$ cat config.mk
export PLATFORM = sky130hd
export DESIGN_NAME = coreir_pack_slices
export DESIGN_NICKNAME = d
export VERILOG_FILES = /design/src/rtl/coreir_pack_slices.sv
export SDC_FILE = /design/constraint.sdc
export NUM_CORES = 1
export LEC_CHECK = 0
export ABC_AREA = 1
export BUFFER_PORTS_ARGS = -buffer_cell sky130_fd_sc_hd__buf_2
export CORE_UTILIZATION = 50
export DETAILED_ROUTE_END_ITERATION = 16
export HOLD_SLACK_MARGIN = 0.1
export PLACE_DENSITY = 0.8
export SLEW_MARGIN = 10
export SYNTH_ARGS = -nofsm -noshare
export SYNTH_HDL_FRONTEND = slang
export SYNTH_SLANG_ARGS = --single-unit
$ cat constraint.sdc
create_clock -name clk -period 2.27 [get_ports clk]
set_clock_uncertainty 0.05 [all_clocks]
set_input_delay 0.3405 -clock clk [delete_from_list [all_inputs] [get_ports clk]]
set_output_delay 0.3405 -clock clk [all_outputs]
set_load 0.02 [all_outputs]
$ cat src/rtl/coreir_pack_slices.sv
// coreir_pack_slices
//   Extracts the bit field in[hi-1:lo] from each accepted input word and packs
//   `count` consecutive fields into one output word. The earliest field sits in
//   the lowest bits, which matches the {in1,in0} ordering of coreir_concat.
//   A flush request emits a partially filled word with its upper fields zeroed.
//   The output is a single registered slot with a valid/ready handshake.
//
// Parameters
//   width  - input word width
//   hi     - exclusive upper bound of the extracted field (hi <= width)
//   lo     - inclusive lower bound of the extracted field (lo < hi)
//   count  - fields per output word (count >= 2)
//
// Ports
//   clk        - clock; all state changes on the rising edge
//   arst       - asynchronous reset, active low
//   in         - input word
//   in_valid   - in carries a word
//   in_ready   - block accepts in this cycle (independent of in_valid)
//   flush      - request emission of a partially filled word (sticky)
//   out        - packed word, (hi-lo)*count bits
//   out_cnt    - number of valid fields in out (1..count)
//   out_valid  - out and out_cnt are valid
//   out_ready  - consumer takes out this cycle
module coreir_pack_slices #(
  parameter int unsigned width = 32'd16,
  parameter int unsigned hi    = 32'd16,
  parameter int unsigned lo    = 32'd12,
  parameter int unsigned count = 32'd4
) (
  input  logic                        clk,
  input  logic                        arst,
  input  logic [width-1:0]            in,
  input  logic                        in_valid,
  output logic                        in_ready,
  input  logic                        flush,
  output logic [(hi-lo)*count-1:0]    out,
  output logic [31:0]                 out_cnt,
  output logic                        out_valid,
  input  logic                        out_ready
);

  localparam int unsigned F  = hi - lo;
  localparam int unsigned OW = F * count;
  localparam int unsigned IW = (count > 1) ? $clog2(count) : 1;

  logic [OW-1:0] acc_p0;
  logic [IW-1:0] idx_p0;
  logic          flush_pend_p0;

  logic [F-1:0]  field;
  logic [OW-1:0] acc_next;
  logic          slot_free;
  logic          last_slot;
  logic          accept;
  logic          pend;
  logic          full_word;
  logic          service;
  logic          idx_zero;

  assign field     = in[hi-1:lo];
  assign slot_free = !out_valid || out_ready;
  assign last_slot = (idx_p0 == IW'(count - 1));
  // Only the field that completes a word needs the output slot; earlier fields
  // go into the accumulator, so the block keeps accepting while the slot is busy.
  assign in_ready  = slot_free || !last_slot;
  assign accept    = in_valid && in_ready;
  assign idx_zero  = (idx_p0 == '0);
  assign pend      = flush_pend_p0 || flush;
  assign full_word = accept && last_slot;
  // A flush is serviceable only if there is at least one field to emit,
  // counting a field accepted in this same cycle.
  assign service   = pend && slot_free && (!idx_zero || accept);

  always_comb begin
    acc_next = acc_p0;
    for (int k = 0; k < int'(count); k++) begin
      if (accept && (idx_p0 == IW'(k))) begin
        acc_next[k*F +: F] = field;
      end
    end
  end

  // Stage p0 -> output register
  always_ff @(posedge clk or negedge arst) begin
    if (!arst) begin
      acc_p0        <= '0;
      idx_p0        <= '0;
      flush_pend_p0 <= 1'b0;
      out           <= '0;
      out_cnt       <= '0;
      out_valid     <= 1'b0;
    end else if (full_word) begin
      out           <= acc_next;
      out_cnt       <= count;
      out_valid     <= 1'b1;
      acc_p0        <= '0;
      idx_p0        <= '0;
      flush_pend_p0 <= 1'b0;
    end else if (service) begin
      out           <= acc_next;
      out_cnt       <= 32'(idx_p0) + (accept ? 32'd1 : 32'd0);
      out_valid     <= 1'b1;
      acc_p0        <= '0;
      idx_p0        <= '0;
      flush_pend_p0 <= 1'b0;
    end else begin
      if (accept) begin
        acc_p0 <= acc_next;
        idx_p0 <= idx_p0 + IW'(1);
      end
      // A flush with nothing buffered and nothing arriving has no work to do.
      flush_pend_p0 <= pend && !(idx_zero && !accept);
      if (out_valid && out_ready) begin
        out_valid <= 1'b0;
      end
    end
  end

endmodule

==> impl_metrics.env <==
export IMPL_outcome="finished, final reports clean"
export IMPL_yosysWarnings=0
export IMPL_globalRouteTotalUtil=0.197
export IMPL_dp_hpwl_microns=2570
export IMPL_cp_arrival_ns=2.04
export IMPL_dpl_cell_count=309
export IMPL_pwr_density_mw_per_mm2=1260
export IMPL_netlist_cell_type_count=19
export IMPL_std_cell_rows=22
export IMPL_grt_first_pass_wirelength_microns=6420
export IMPL_fp_dieW_microns=65.9
export IMPL_synth_area_leaders="sky130_fd_sc_hd__dfrtp_1, sky130_fd_sc_hd__nand2_1, sky130_fd_sc_hd__buf_4"
export IMPL_detail_route_drc_violations=0
export IMPL_die_y_microns=65.9
export IMPL_floorplan_initialDensity=0.538
export IMPL_diodes=0
export IMPL_max_slew_worst_pin_slew_ns=0.857
export IMPL_start_kind="flip-flop"
export IMPL_p_leak_uw=0.00133
export IMPL_upper_clock_frequency_limit_mhz=526
export IMPL_clock_network_latency_to_the_later_pin_of_the_worst_skew_pair_ns=0.29
export IMPL_hold_buffers=0
export IMPL_number_of_cts_inserted_buffers=5
export IMPL_max_cap_viol_count=0
export IMPL_post_cts_resize_count=0
export IMPL_cts_repair_timing_setup_buffer_count=0
export IMPL_postRouteAntennaNets=0
export IMPL_synth_area_per_cell_sq_um=8.58
export IMPL_worstSetupPathType="reg -> reg"
export IMPL_timing_final_ws_setup_ns=0.368
export IMPL_place_ws_ns=0.391
export IMPL_multi_input_comb_area_sq_um=847
export IMPL_mappedNetlistArea_sq_mm=0.00204
export IMPL_fp_dieArea_sq_mm=0.00434
export IMPL_synth_seq_cells=39
export IMPL_drt_pass1_iterations=4
export IMPL_post_route_min_period_ns=1.90
export IMPL_syn_instance_count=238
export IMPL_worstSetupEndpointType="flip-flop"
export IMPL_num_nets_final=294
export IMPL_area_delta_synth_final_pct=10.1
export IMPL_core_area_sq_mm=0.00380
export IMPL_grt_overflow_total=0
export IMPL_setup_repair_after_global_routing_missed_its_margin="false"
export IMPL_hold_class="in -> async"
export IMPL_count_of_port_buffers_added_during_placement=29
export IMPL_numClockSinks=39
export IMPL_clkSlewWorstSetupHoldPaths_ns=0.08
export IMPL_synth_seq_area_share=0.478
export IMPL_ios=71
export IMPL_synthDominantCellAreaShare=0.478
export IMPL_area_sequential_sq_um=976
export IMPL_final_setup_tns_ns=0
export IMPL_n_fill_cell=364
export IMPL_report_final_hold_viol_count=0
export IMPL_total_vias_in_the_final_route=1511
export IMPL_setup_violations=0
export IMPL_htree_levels=2
export IMPL_final_max_slew_violation_count=0
export IMPL_grt_max_degree=40
export IMPL_clock_tree_from_tritoncts="done"
export IMPL_post_route_cells_drive_above_1_share=0.204
export IMPL_cts_root_buffer="sky130_fd_sc_hd__clkbuf_8"
export IMPL_detail_route_vias_per_cell=4.77
export IMPL_first_global_vias=1442
export IMPL_cts_max_path_buffers=2
export IMPL_worst_slew_margin=0.429
export IMPL_max_vdd_ir_drop_mv=0.556
export IMPL_post_layout_nonfiller_instances=317
export IMPL_routed_wirelength_microns=3750
export IMPL_cell_type_contributing_the_most_total_cell_area_after_synthesis="sky130_fd_sc_hd__dfrtp_1"
export IMPL_post_route_period_util=0.838
export IMPL_worstPathRequired_ns=2.41
export IMPL_antenna_violations_before_repair=0
export IMPL_worstPathMaxFanout=27
export IMPL_place_gp_congestion=0.782
export IMPL_routed_wire_length_per_instance_microns=11.8
export IMPL_drt_first_iter_violations=60
==> placed cells by master, fill, tap and decap left out <==
| cell | count |
|---|---|
| sky130_fd_sc_hd__nand4_1 | 2 |
| sky130_fd_sc_hd__nor3b_1 | 1 |
| sky130_fd_sc_hd__nor2_2 | 1 |
| sky130_fd_sc_hd__buf_4 | 2 |
| sky130_fd_sc_hd__o21ai_0 | 2 |
| sky130_fd_sc_hd__a21oi_2 | 9 |
| sky130_fd_sc_hd__clkinvlp_4 | 1 |
| sky130_fd_sc_hd__buf_2 | 29 |
| sky130_fd_sc_hd__nand3_1 | 27 |
| sky130_fd_sc_hd__nand2_1 | 86 |
| sky130_fd_sc_hd__nor2_1 | 4 |
| sky130_fd_sc_hd__inv_1 | 13 |
| sky130_fd_sc_hd__nand2_4 | 3 |
| sky130_fd_sc_hd__ha_1 | 5 |
| sky130_fd_sc_hd__a21oi_1 | 6 |
| sky130_fd_sc_hd__bufinv_16 | 2 |
| sky130_fd_sc_hd__dfrtp_1 | 39 |
| sky130_fd_sc_hd__nand3_4 | 1 |
| sky130_fd_sc_hd__buf_12 | 1 |
| sky130_fd_sc_hd__clkbuf_8 | 5 |
| sky130_fd_sc_hd__nand2_2 | 1 |
| sky130_fd_sc_hd__conb_1 | 29 |
==> critical path, stage by stage, from the launching register on <==
cell,delay [ns]
sky130_fd_sc_hd__dfrtp_1,0.45
sky130_fd_sc_hd__ha_1,0.26
sky130_fd_sc_hd__nand3_4,0.15
sky130_fd_sc_hd__nand2_4,0.11
sky130_fd_sc_hd__nand2_4,0.08
sky130_fd_sc_hd__nand2_4,0.23
sky130_fd_sc_hd__nand2_2,0.13
sky130_fd_sc_hd__buf_12,0.19
sky130_fd_sc_hd__nand2_1,0.08
sky130_fd_sc_hd__nand2_1,0.05
==> cells by family (layout without fill, tap and decap cells) <==
family                   after synthesis  in the layout  share of synthesized area
AO/OA/AOI/OAI                         17             17                     0.0582
adder cells (fa/ha/maj)                5              5                     0.0306
buffers and inverters                 50             53                      0.159
flip-flops                            39             39                      0.478
other                                  1             29                    0.00184
AND/OR/NAND/NOR                      126            126                      0.273
==> area by class of cell <==
type | count | share of cell area
multi-input cells | 177 | 0.377
well taps | 48 | 0.0267
repair buffers | 32 | 0.0801
clock buffers | 5 | 0.0306
flip-flops and latches | 39 | 0.434
inverters | 13 | 0.0217
clock inverters | 3 | 0.0301
==> cell usage after synthesis <==
master	number
sky130_fd_sc_hd__nand2_4	3
sky130_fd_sc_hd__buf_4	31
sky130_fd_sc_hd__nand2_1	86
sky130_fd_sc_hd__nor2_1	4
sky130_fd_sc_hd__o21ai_0	2
sky130_fd_sc_hd__inv_1	13
sky130_fd_sc_hd__nand2_2	1
sky130_fd_sc_hd__ha_1	5
sky130_fd_sc_hd__nor2_2	1
sky130_fd_sc_hd__dfrtp_1	39
sky130_fd_sc_hd__a21oi_1	6
sky130_fd_sc_hd__nand3_4	1
sky130_fd_sc_hd__nand4_1	2
sky130_fd_sc_hd__nand3_1	27
sky130_fd_sc_hd__conb_1	1
sky130_fd_sc_hd__buf_6	2
sky130_fd_sc_hd__a21oi_2	9
sky130_fd_sc_hd__buf_2	4
sky130_fd_sc_hd__nor3b_1	1
==> worst paths after layout <==
check	cells past startpoint	startpoint	to	slack (ns)
worst max-delay path	9	idx_p0[1]	out[13]	0.37
worst min-delay path	1	arst	acc_p0[6]	0.11
worst max register to register	9	idx_p0[1]	out[13]	0.37
worst min register to register	2	out[0]	out[0]	0.45
max in group asynchronous	1	arst	out[2]	1.52
min in group clk	4	out_ready	flush_pend_p0	0.30
==> sequential cells by signal, indices dropped and copies added (netlist names) <==
signal and count:
out_valid 1, out_cnt 3, idx_p0 2, out 16, flush_pend_p0 1, acc_p0 16
==> power breakdown <==
| part | internal, uW | switching [uW] |
|---|---|---|
| sequential | 915 | 114 |
| combinational | 363 | 760 |
| clock | 438 | 242 |
==> metrics by stage <==
step                      power, uW  hold WS, ns  area, sq um  utilization
after CTS                      2860        0.133         2250        0.592
after floorplan                1920     -0.00509         2150            -
after global routing           3040        0.179         2250        0.592
after detailed placement       2170        0.438         2110        0.556
after global placement         2130        0.438         2110        0.556
final                          2830        0.106         2250        0.592
==> per-layer routing <==
metal | part of all wire | vias up | GRT usage
li1 | - | 753 | -
met1 | 0.46 | 715 | 0.255
met2 | 0.49 | 41 | 0.320
met3 | 0.046 | 2 | 0.0586
met4 | 0.0035 | 0 | 0.0516
met5 | 0 | - | 0
(Power assumes the default switching activity.)
